## src/rtl/platform_pkg.sv

```systemverilog
// Shared types and constants for the platform scheduler and its LFSR.
package platform_pkg;

    localparam int          PLAT_W           = 10;
    localparam int          PLAT_N_DEF       = 16;
    localparam int          PLAT_SPACING_DEF = 30;
    localparam int          WRAP_Y           = PLAT_N_DEF * PLAT_SPACING_DEF;
    localparam logic [15:0] LFSR_SEED        = 16'hACE1;

    typedef enum logic [2:0] {INIT, IDLE, CALC, UPDATE, DONE} state_t;

endpackage

```

## src/rtl/plat_lfsr.sv

```systemverilog
// 16-bit Fibonacci LFSR (taps 16,14,13,11) supplying respawn X positions.
module plat_lfsr
    import platform_pkg::*;
(
    input  logic        Clk,
    input  logic        Reset,
    input  logic        en,
    output logic [15:0] q
);

    always_ff @(posedge Clk or negedge Reset) begin
        if (!Reset)
            q <= LFSR_SEED;
        else if (en)
            q <= {q[14:0], q[15] ^ q[13] ^ q[12] ^ q[10]};
    end

endmodule

```

## src/rtl/platform_scheduler.sv

```systemverilog
// Platform table owner: init, per-frame scroll and respawn of PLAT_N slots.
// Optional PLATFORM_SCORE_EN builds a saturating score accumulator.
module platform_scheduler
    import platform_pkg::*;
#(
    parameter int PLAT_N       = PLAT_N_DEF,
    parameter int PLAT_SPACING = PLAT_SPACING_DEF,
    parameter int Y_OFFSET     = 15,
    parameter int X_MIN        = 4,
    parameter int SCROLL_LINE  = 200,
    parameter int MAX_SCROLL   = 15
)(
    input  logic                     Clk,
    input  logic                     Reset,
    input  logic                     frame_clk,
    input  logic [PLAT_W-1:0]        BallY,
    output logic [PLAT_N*PLAT_W-1:0] plat_x,
    output logic [PLAT_N*PLAT_W-1:0] plat_y,
    output logic                     plat_valid,
    output logic [PLAT_W-1:0]        scroll_dy,
    output logic                     frame_done,
    output logic                     overrun,
    output logic [15:0]              score
);

    localparam int             IDX_W    = $clog2(PLAT_N);
    localparam logic [IDX_W-1:0] IDX_LAST = IDX_W'(PLAT_N - 1);

    state_t              state_q;
    logic [IDX_W-1:0]    idx_q;
    logic                fclk_q;
    logic [PLAT_W-1:0]   x_q [PLAT_N];
    logic [PLAT_W-1:0]   y_q [PLAT_N];
    logic                valid_q, done_q, ovr_q;
    logic [PLAT_W-1:0]   dy_q;
    logic [15:0]         lfsr_q;
    logic                lfsr_unused;

    logic                fe;
    logic [PLAT_W-1:0]   dy_d, spawn_x_d, init_y_d;
    logic [PLAT_W:0]     yn_d;

    plat_lfsr u_lfsr (
        .Clk   (Clk),
        .Reset (Reset),
        .en    (1'b1),
        .q     (lfsr_q)
    );

    assign lfsr_unused = ^lfsr_q[15:9];
    assign fe          = frame_clk & ~fclk_q;
    assign spawn_x_d   = PLAT_W'(X_MIN) + {1'b0, lfsr_q[8:0]};
    assign init_y_d    = PLAT_W'(int'(idx_q) * PLAT_SPACING + Y_OFFSET);
    assign yn_d        = {1'b0, y_q[idx_q]} + {1'b0, dy_q};

    always_comb begin
        dy_d = '0;
        if (BallY < PLAT_W'(SCROLL_LINE)) begin
            dy_d = PLAT_W'(SCROLL_LINE) - BallY;
            if (dy_d > PLAT_W'(MAX_SCROLL))
                dy_d = PLAT_W'(MAX_SCROLL);
        end
    end

    always_ff @(posedge Clk or negedge Reset) begin
        if (!Reset) begin
            state_q <= INIT;
            idx_q   <= '0;
            fclk_q  <= 1'b0;
            valid_q <= 1'b0;
            done_q  <= 1'b0;
            ovr_q   <= 1'b0;
            dy_q    <= '0;
            for (int i = 0; i < PLAT_N; i++) begin
                x_q[i] <= '0;
                y_q[i] <= '0;
            end
        end else begin
            fclk_q <= frame_clk;
            done_q <= 1'b0;
            // Edges that land outside IDLE are dropped, only remembered here.
            if (fe && state_q != IDLE)
                ovr_q <= 1'b1;
            case (state_q)
                INIT: begin
                    x_q[idx_q] <= spawn_x_d;
                    y_q[idx_q] <= init_y_d;
                    idx_q      <= idx_q + 1'b1;
                    if (idx_q == IDX_LAST) begin
                        valid_q <= 1'b1;
                        state_q <= IDLE;
                    end
                end
                IDLE: if (fe) state_q <= CALC;
                CALC: begin
                    dy_q    <= dy_d;
                    valid_q <= 1'b0;
                    idx_q   <= '0;
                    state_q <= (dy_d == '0) ? DONE : UPDATE;
                end
                UPDATE: begin
                    if (yn_d >= (PLAT_W+1)'(WRAP_Y)) begin
                        y_q[idx_q] <= PLAT_W'(yn_d - (PLAT_W+1)'(WRAP_Y));
                        x_q[idx_q] <= spawn_x_d;
                    end else begin
                        y_q[idx_q] <= yn_d[PLAT_W-1:0];
                    end
                    idx_q <= idx_q + 1'b1;
                    if (idx_q == IDX_LAST)
                        state_q <= DONE;
                end
                DONE: begin
                    done_q  <= 1'b1;
                    valid_q <= 1'b1;
                    state_q <= IDLE;
                end
                default: state_q <= IDLE;
            endcase
        end
    end

    for (genvar i = 0; i < PLAT_N; i++) begin : g_flat
        assign plat_x[i*PLAT_W +: PLAT_W] = x_q[i];
        assign plat_y[i*PLAT_W +: PLAT_W] = y_q[i];
    end

    assign plat_valid = valid_q;
    assign scroll_dy  = dy_q;
    assign frame_done = done_q;
    assign overrun    = ovr_q;

`ifdef PLATFORM_SCORE_EN
    logic [15:0] score_q;
    logic [16:0] score_sum_d;

    assign score_sum_d = {1'b0, score_q} + 17'(dy_d);

    always_ff @(posedge Clk or negedge Reset) begin
        if (!Reset)
            score_q <= '0;
        else if (state_q == CALC)
            score_q <= score_sum_d[16] ? 16'hFFFF : score_sum_d[15:0];
    end

    assign score = score_q;
`else
    assign score = 16'h0000;
`endif

endmodule
```

## config.mk

```make
export PLATFORM = sky130hd
export DESIGN_NAME = platform_scheduler
export DESIGN_NICKNAME = d
export VERILOG_FILES = /design/src/rtl/platform_pkg.sv /design/src/rtl/plat_lfsr.sv /design/src/rtl/platform_scheduler.sv
export SDC_FILE = /design/constraint.sdc
export NUM_CORES = 1
export LEC_CHECK = 0
export BUFFER_PORTS_ARGS = -buffer_cell sky130_fd_sc_hd__buf_2
export CAP_MARGIN = 15
export CELL_PAD_IN_SITES_DETAIL_PLACEMENT = 1
export CELL_PAD_IN_SITES_GLOBAL_PLACEMENT = 2
export CORE_MARGIN = 2
export CORE_UTILIZATION = 37
export CTS_BUF_LIST = sky130_fd_sc_hd__clkbuf_4 sky130_fd_sc_hd__clkbuf_8
export DETAILED_ROUTE_END_ITERATION = 6
export MAX_ROUTING_LAYER = met4
export PLACE_DENSITY_LB_ADDON = 0.05
export SKIP_LAST_GASP = 1
export SYNTH_ARGS = -nofsm -noshare
export SYNTH_HDL_FRONTEND = slang
export SYNTH_SLANG_ARGS = --single-unit
```

## constraint.sdc

```tcl
create_clock -name Clk -period 7.5 [get_ports Clk]
set_input_delay 1.5 -clock Clk [delete_from_list [all_inputs] [get_ports Clk]]
set_output_delay 1.5 -clock Clk [all_outputs]
set_load 0.05 [all_outputs]
```

Word-level counts from Yosys, hierarchy flattened:

Index checks and enable logic that the tools add are counted.

* word-level logic and storage cells: 103
* bits of input ports: 13
* register bits: 357
* output and inout bits: 349

* eq/ne operators: 10
* magnitude comparators: 5
* $add $sub $neg: 6
* muxes and demuxes: 24
* bitwise logic cells: 6
* multiply operators: 1
* reductions and logical operators: 11

Operator list (number)
* 160-bit bitwise mux: 4
* 160-bit case mux with 2 select lines: 2
* 160-bit 2-to-1 mux: 2
* 10-bit 2-to-1 mux: 5
* 10-bit binary-select mux with 4-bit select: 1
* 10-bit demux with 4-bit select: 1
* 3-bit 2-to-1 mux: 4
* 3-bit case mux with 4 select lines: 1
* 10-bit by 10-bit adder with 11-bit output: 1
* 11-bit by 9-bit greater-or-equal comparator with 1-bit output (second input constant): 1
* 3-bit by 9-bit adder with 10-bit output (first input constant): 1
* 9-bit by 4-bit adder with 10-bit output (second input constant): 1
* 10-bit by 4-bit greater-than comparator with 1-bit output (second input constant): 1
* 10-bit logical NOT: 1
* 10-bit by 8-bit < comparator with 1-bit output (second input constant): 1
* 10-bit by 9-bit subtractor with 10-bit output (second input constant): 1
* 8-bit by 10-bit subtractor with 10-bit output (first input constant): 1
* 4-bit by 4-bit multiplier with 8-bit output (second input constant): 1
* 2-bit inequality test (second input constant): 4
* 4-bit case mux with 2 select lines: 1
* 3-bit by 2-bit == test with 1-bit output (second input constant): 2
* 5-bit greater-or-equal comparator (second input constant): 1
* 5-bit by 1-bit < comparator with 1-bit output (second input constant): 1
* 4-bit inverter with 5-bit output: 1
* other kinds (17): 23

Logic depth before layout (Yosys ltp):

* depth after elaboration: 9
* mapped depth: 18
* mapped depth without buffers: 14

By module:

Synthesis repeated with hierarchy kept, for this count alone.

* cell total of the unflattened synthesis: 1338
* area total of the unflattened synthesis: 16648.5 sq um

By module, submodules not included
* platform_scheduler: seq. area each 8533.2 sq um, area each 15972.8 sq um, cells an instance 1300, times used 1
* plat_lfsr: seq. area each 410.4 sq um, area each 675.6 sq um, cells an instance 38, times used 1

Worst setup path after synthesis:

No wires, ideal clock.

* kind: register -> register
* start: register idx_q[0]
* end: register x_q (netlist bit plat_x[44])
* data required time: 7375 ps
* setup slack: 1780 ps
* cell stages (with the launch flop): 18
* data arrival time: 5595 ps
* buffers on the path: 3
* clock period less this slack: 5720 ps
* library setup time: 125 ps
* path through: dfrtp_1 -> buf_1 -> buf_1 -> mux4_2 -> mux4_2 -> ha_1 -> fa_1 -> a211oi_2 -> o31ai_2 -> xnor2_1 -> ha_1 -> inv_1 -> a211o_2 -> o41ai_4 -> a211oi_4 -> buf_12 -> a21oi_4 -> mux2_2

* word-level cells in the longest chain between the ends: 8
* elaborated cells on any way between the ends: 16
* classes of those cells: 1 x add/sub; 3 x order compare; 1 x eq/ne; 8 x mux; 1 x bitwise; 2 x reduce/logical

RTL lines
* start, declared: line platform_scheduler.sv:30 `logic [IDX_W-1:0] idx_q;`
* start signal, assigned: line platform_scheduler.sv:88 `idx_q <= idx_q + 1'b1;`
* start signal, assigned: line platform_scheduler.sv:108 `idx_q <= idx_q + 1'b1;`
* 4-bit inverter with 5-bit output (implied by the code) *: line platform_scheduler.sv:54, platform_scheduler.sv:86, platform_scheduler.sv:104
* 10-bit binary-select mux with 4-bit select (tied with other cells): line platform_scheduler.sv:54 `assign yn_d = {1'b0, y_q[idx_q]} + {1'b0, dy_q};`
* 10-bit 2-to-1 mux (implied by the code) / 1-bit logical AND (equally long branches): line platform_scheduler.sv:54, platform_scheduler.sv:86, platform_scheduler.sv:104
* 10-bit 2-to-1 mux (on tied branches): line platform_scheduler.sv:54, platform_scheduler.sv:86, platform_scheduler.sv:104
* 10-bit by 10-bit adder with 11-bit output / 10-bit demux with 4-bit select (equally long branches): line platform_scheduler.sv:54, platform_scheduler.sv:86, platform_scheduler.sv:104
* 11-bit by 9-bit greater-or-equal comparator with 1-bit output / 160-bit bitwise mux (equally long branches): line platform_scheduler.sv:102, platform_scheduler.sv:86, platform_scheduler.sv:104
* 2-bit inequality test (no line) / 160-bit 2-to-1 mux (equally long branches)
* 2-bit AND reduction (no line) / 160-bit case mux with 2 select lines (equally long branches)
* end signal, assigned by index: line platform_scheduler.sv:86 `x_q[idx_q] <= spawn_x_d;`
* end signal, assigned by index: line platform_scheduler.sv:104 `x_q[idx_q] <= spawn_x_d;`
* end, declared: line platform_scheduler.sv:32 `logic [PLAT_W-1:0] x_q [PLAT_N];`

Mark *: on every way between the ends. The rest lies on a longest branch, timed or not. The select of a mux whose other input is x is not followed.
A chain may end at the register's enable or synchronous reset.

Final worst setup path:

* start: register idx_q[0]
* end: register y_q (netlist bit plat_y[129])

* word-level cells in the longest chain between the ends: 9
* elaborated cells on any way between the ends: 19
* classes of those cells: 3 x add/sub; 1 x mul; 3 x order compare; 10 x mux; 1 x bitwise; 1 x reduce/logical

RTL lines
* 4-bit inverter with 5-bit output (implied by the code)
* 10-bit binary-select mux with 4-bit select: line platform_scheduler.sv:54
* 10-bit 2-to-1 mux (implied by the code) (2 in series): line platform_scheduler.sv:54
* 10-bit by 10-bit adder with 11-bit output: line platform_scheduler.sv:54
* 10-bit by 9-bit subtractor with 10-bit output: line platform_scheduler.sv:103 `y_q[idx_q] <= PLAT_W'(yn_d - (PLAT_W+1)'(WRAP_Y));`
* 160-bit bitwise mux: line platform_scheduler.sv:103
* 160-bit 2-to-1 mux: line platform_scheduler.sv:102 `if (yn_d >= (PLAT_W+1)'(WRAP_Y)) begin`
* 160-bit case mux with 2 select lines *: line platform_scheduler.sv:84 `case (state_q)`
* end signal, assigned by index: line platform_scheduler.sv:87 `y_q[idx_q] <= init_y_d;`
* end signal, assigned by index: line platform_scheduler.sv:103
* end signal, assigned by index: line platform_scheduler.sv:106 `y_q[idx_q] <= yn_d[PLAT_W-1:0];`
* end, declared: line platform_scheduler.sv:33 `logic [PLAT_W-1:0] y_q [PLAT_N];`

Marked as above.

==> metrics <==
die area=49200 sq um; 1st-pass router iterations=5; Tcrit/Tclk final=0.779; number of enable flip-flop cells after synthesis=0; Peak supply drop=422 uV; initial core utilization=0.376; TritonCTS clock tree=yes; Yosys cell types=78; Num CTS Buffers=67; Mapped Cells=1506; post-synth design cell area=17600 sq um; first-pass GRT wire length=99.5 mm; status=finished, final reports clean; Avg Cell Area, Syn=11.7 sq um; vias after detailed routing=13.8k; Avg Vias per Cell=5.57; async set or reset register ratio after synthesis=1.00; Worst-path clk slew=0.06 ns; hold depth=0; core box area=46800 sq um; post-place instance area=19700 sq um; placer congestion estimate=0.891; largest net degree at the start of global routing=153; cts-stage hold buffer count=0; HPWL Detailed=47.8 mm; drt initial violations=950; Clock Tree Buf Depth=3; WP data arrival=6.31 ns; drt wl/cell=26.7 um; Lkg Pwr=0.0106 uW; Die Span Y=222 um; layout cells sized above 1=0.389; Startpoint Class=flip-flop; largest area contributor in the netlist=dfrtp_1; cells taking the most area after synthesis=dfrtp_1 50%, mux2_2 7.7%, mux4_2 6.4%; Max Slew Vio Count=0; H-tree depth=3; Layout Area Growth over Synthesis=20.2%; commonest cells in the netlist=349 x dfrtp_1, 124 x o21ai_0, 120 x mux2_2; worst clock skew=0.0379 ns; vias in the first global route=14.9k; RSZ-0062 raised after global routing=false; Ys Warns=0; number of setup buffers added after CTS=0; WS Path Type=flip-flop to flip-flop; num ports=362; Routed Antenna Nets=0; DRC=0; buffers added on ports=345; Main synth FF type=dfrtp_1; Placed Instances=2362; Die X=222 um; Site Rows=79; later-pin clock latency in the skew report=0.67 ns; reg2reg path depth=11; Worst Max-Slew Pin Slew=1.07 ns; crit-path max FO=37; post-CTS resize count=0; Final setup violation count=0; # Max-Cap Violations=0; fin cells=2476; minimum clock period=5.84 ns; final hold slack=0.361 ns; Finished Cell Area=21100 sq um; CP Data Required Time=7.97 ns; relative slew slack=0.285; register bit total from synthesis=357; initial antenna violation count=0; Hold WC Path Type=flip-flop to flip-flop; GR Overflow Total=0; Seq/Total Area, Yosys=0.509; CP Capture Type=flip-flop; clock root buffer=clkbuf_8; Fin. Hold Viols=0; top-count cell post-synth=dfrtp_1; PD cells=513 nW/um^2; total routed wirelength=66.1 mm; Max Clk Rate=0.171 GHz; Yosys top cell area share=0.497; Final Total Pwr=10800 uW; GRT Overall Usage=0.278; Sink Count=357; Setup TNS=0 ns; Final nets=1877
placed cells by master, fill, tap and decap left out, types with 8 or more instances in the layout:
cell	Yosys	routed
nor2_1	55	55
buf_4	16	31
o31ai_1	17	17
mux2_2	120	120
a31oi_1	36	36
o211ai_1	18	18
xnor2_1	18	17
buf_2	4	344
nand3_1	45	45
a21oi_4	13	13
and3_1	38	38
o22a_1	16	16
clkbuf_4	0	23
ha_1	32	32
o21ai_0	124	124
a21oi_1	112	112
inv_1	41	41
mux2_4	17	17
nand2_1	80	80
mux2i_1	34	34
clkbuf_8	4	80
conb_1	1	16
dfstp_2	8	8
dfrtp_1	349	347
nor3_1	42	41
mux4_2	50	50
metrics by stage:
step	util	setup WS (ns)
finish	0.452	1.66
global placement	0.422	1.73
floorplan	-	1.78
CTS	0.451	1.61
detailed placement	0.422	1.64
global route	0.452	1.21
power by group:
group          leakage, uW  switching, uW  internal (uW)  total, uW
Sequential         0.00478            558           2300       2860
Combinational      0.00510           4330           1680       6010
Clock             0.000721            885           1080       1970
Total               0.0106           5770           5070      10800
worst max-delay path: stages, from the launching register on:
cell	delay (ns)
dfrtp_4	0.93
mux4_2	0.59
mux4_2	0.50
ha_1	0.25
fa_1	0.43
a211oi_2	0.28
o31ai_2	0.16
a311oi_2	0.62
o41ai_4	0.19
a211oi_4	0.72
or2_0	0.78
o21ai_0	0.19
flip-flops by register name (all words and copies together), names as in the netlist:
register    count
overrun         1
idx_q           4
plat_x        160
u_lfsr.q       16
plat_y        160
scroll_dy      10
fclk_q          1
state_q         3
plat_valid      1
frame_done      1
worst paths after layout:
kind                              from           end  slack (ns)
min                        u_lfsr.q[9]  u_lfsr.q[10]        0.36
max reg2reg                   idx_q[0]   plat_y[129]        1.66
min reg2reg                u_lfsr.q[9]  u_lfsr.q[10]        0.36
min in group asynchronous        Reset  scroll_dy[3]        0.82
max                           idx_q[0]   plat_y[129]        1.66
max in group asynchronous        Reset   plat_x[154]        5.37
area by class of cell:
class	instances	area (sq um)
timing repair buffer	380	2030
clock buffer	103	1270
tap	607	759
antenna	1	2.50
inverter	41	154
clock inverter	8	75.1
fill	5081	25600
sequential	357	8950
multi-input combinational	979	7870
per-layer routing:
layer  vias up  share of wire  track usage
met1      7196           0.42        0.341
met2       403           0.49        0.451
met3       106          0.062       0.0743
met4         0          0.027       0.0817
li1       6076              -            -
met5         -              0            -
kinds of logic after synthesis:
group                      share of synthesized area
buffers and inverters                         0.0478
AOI/OAI and AO/OA                              0.139
and+or+nand+nor                               0.0798
DFF                                            0.509
other                                       0.000213
muxes                                          0.179
adders and majority gates                     0.0308
xor gates and xnor gates                      0.0142
No activity file was read; power rests on OpenSTA's default activity.
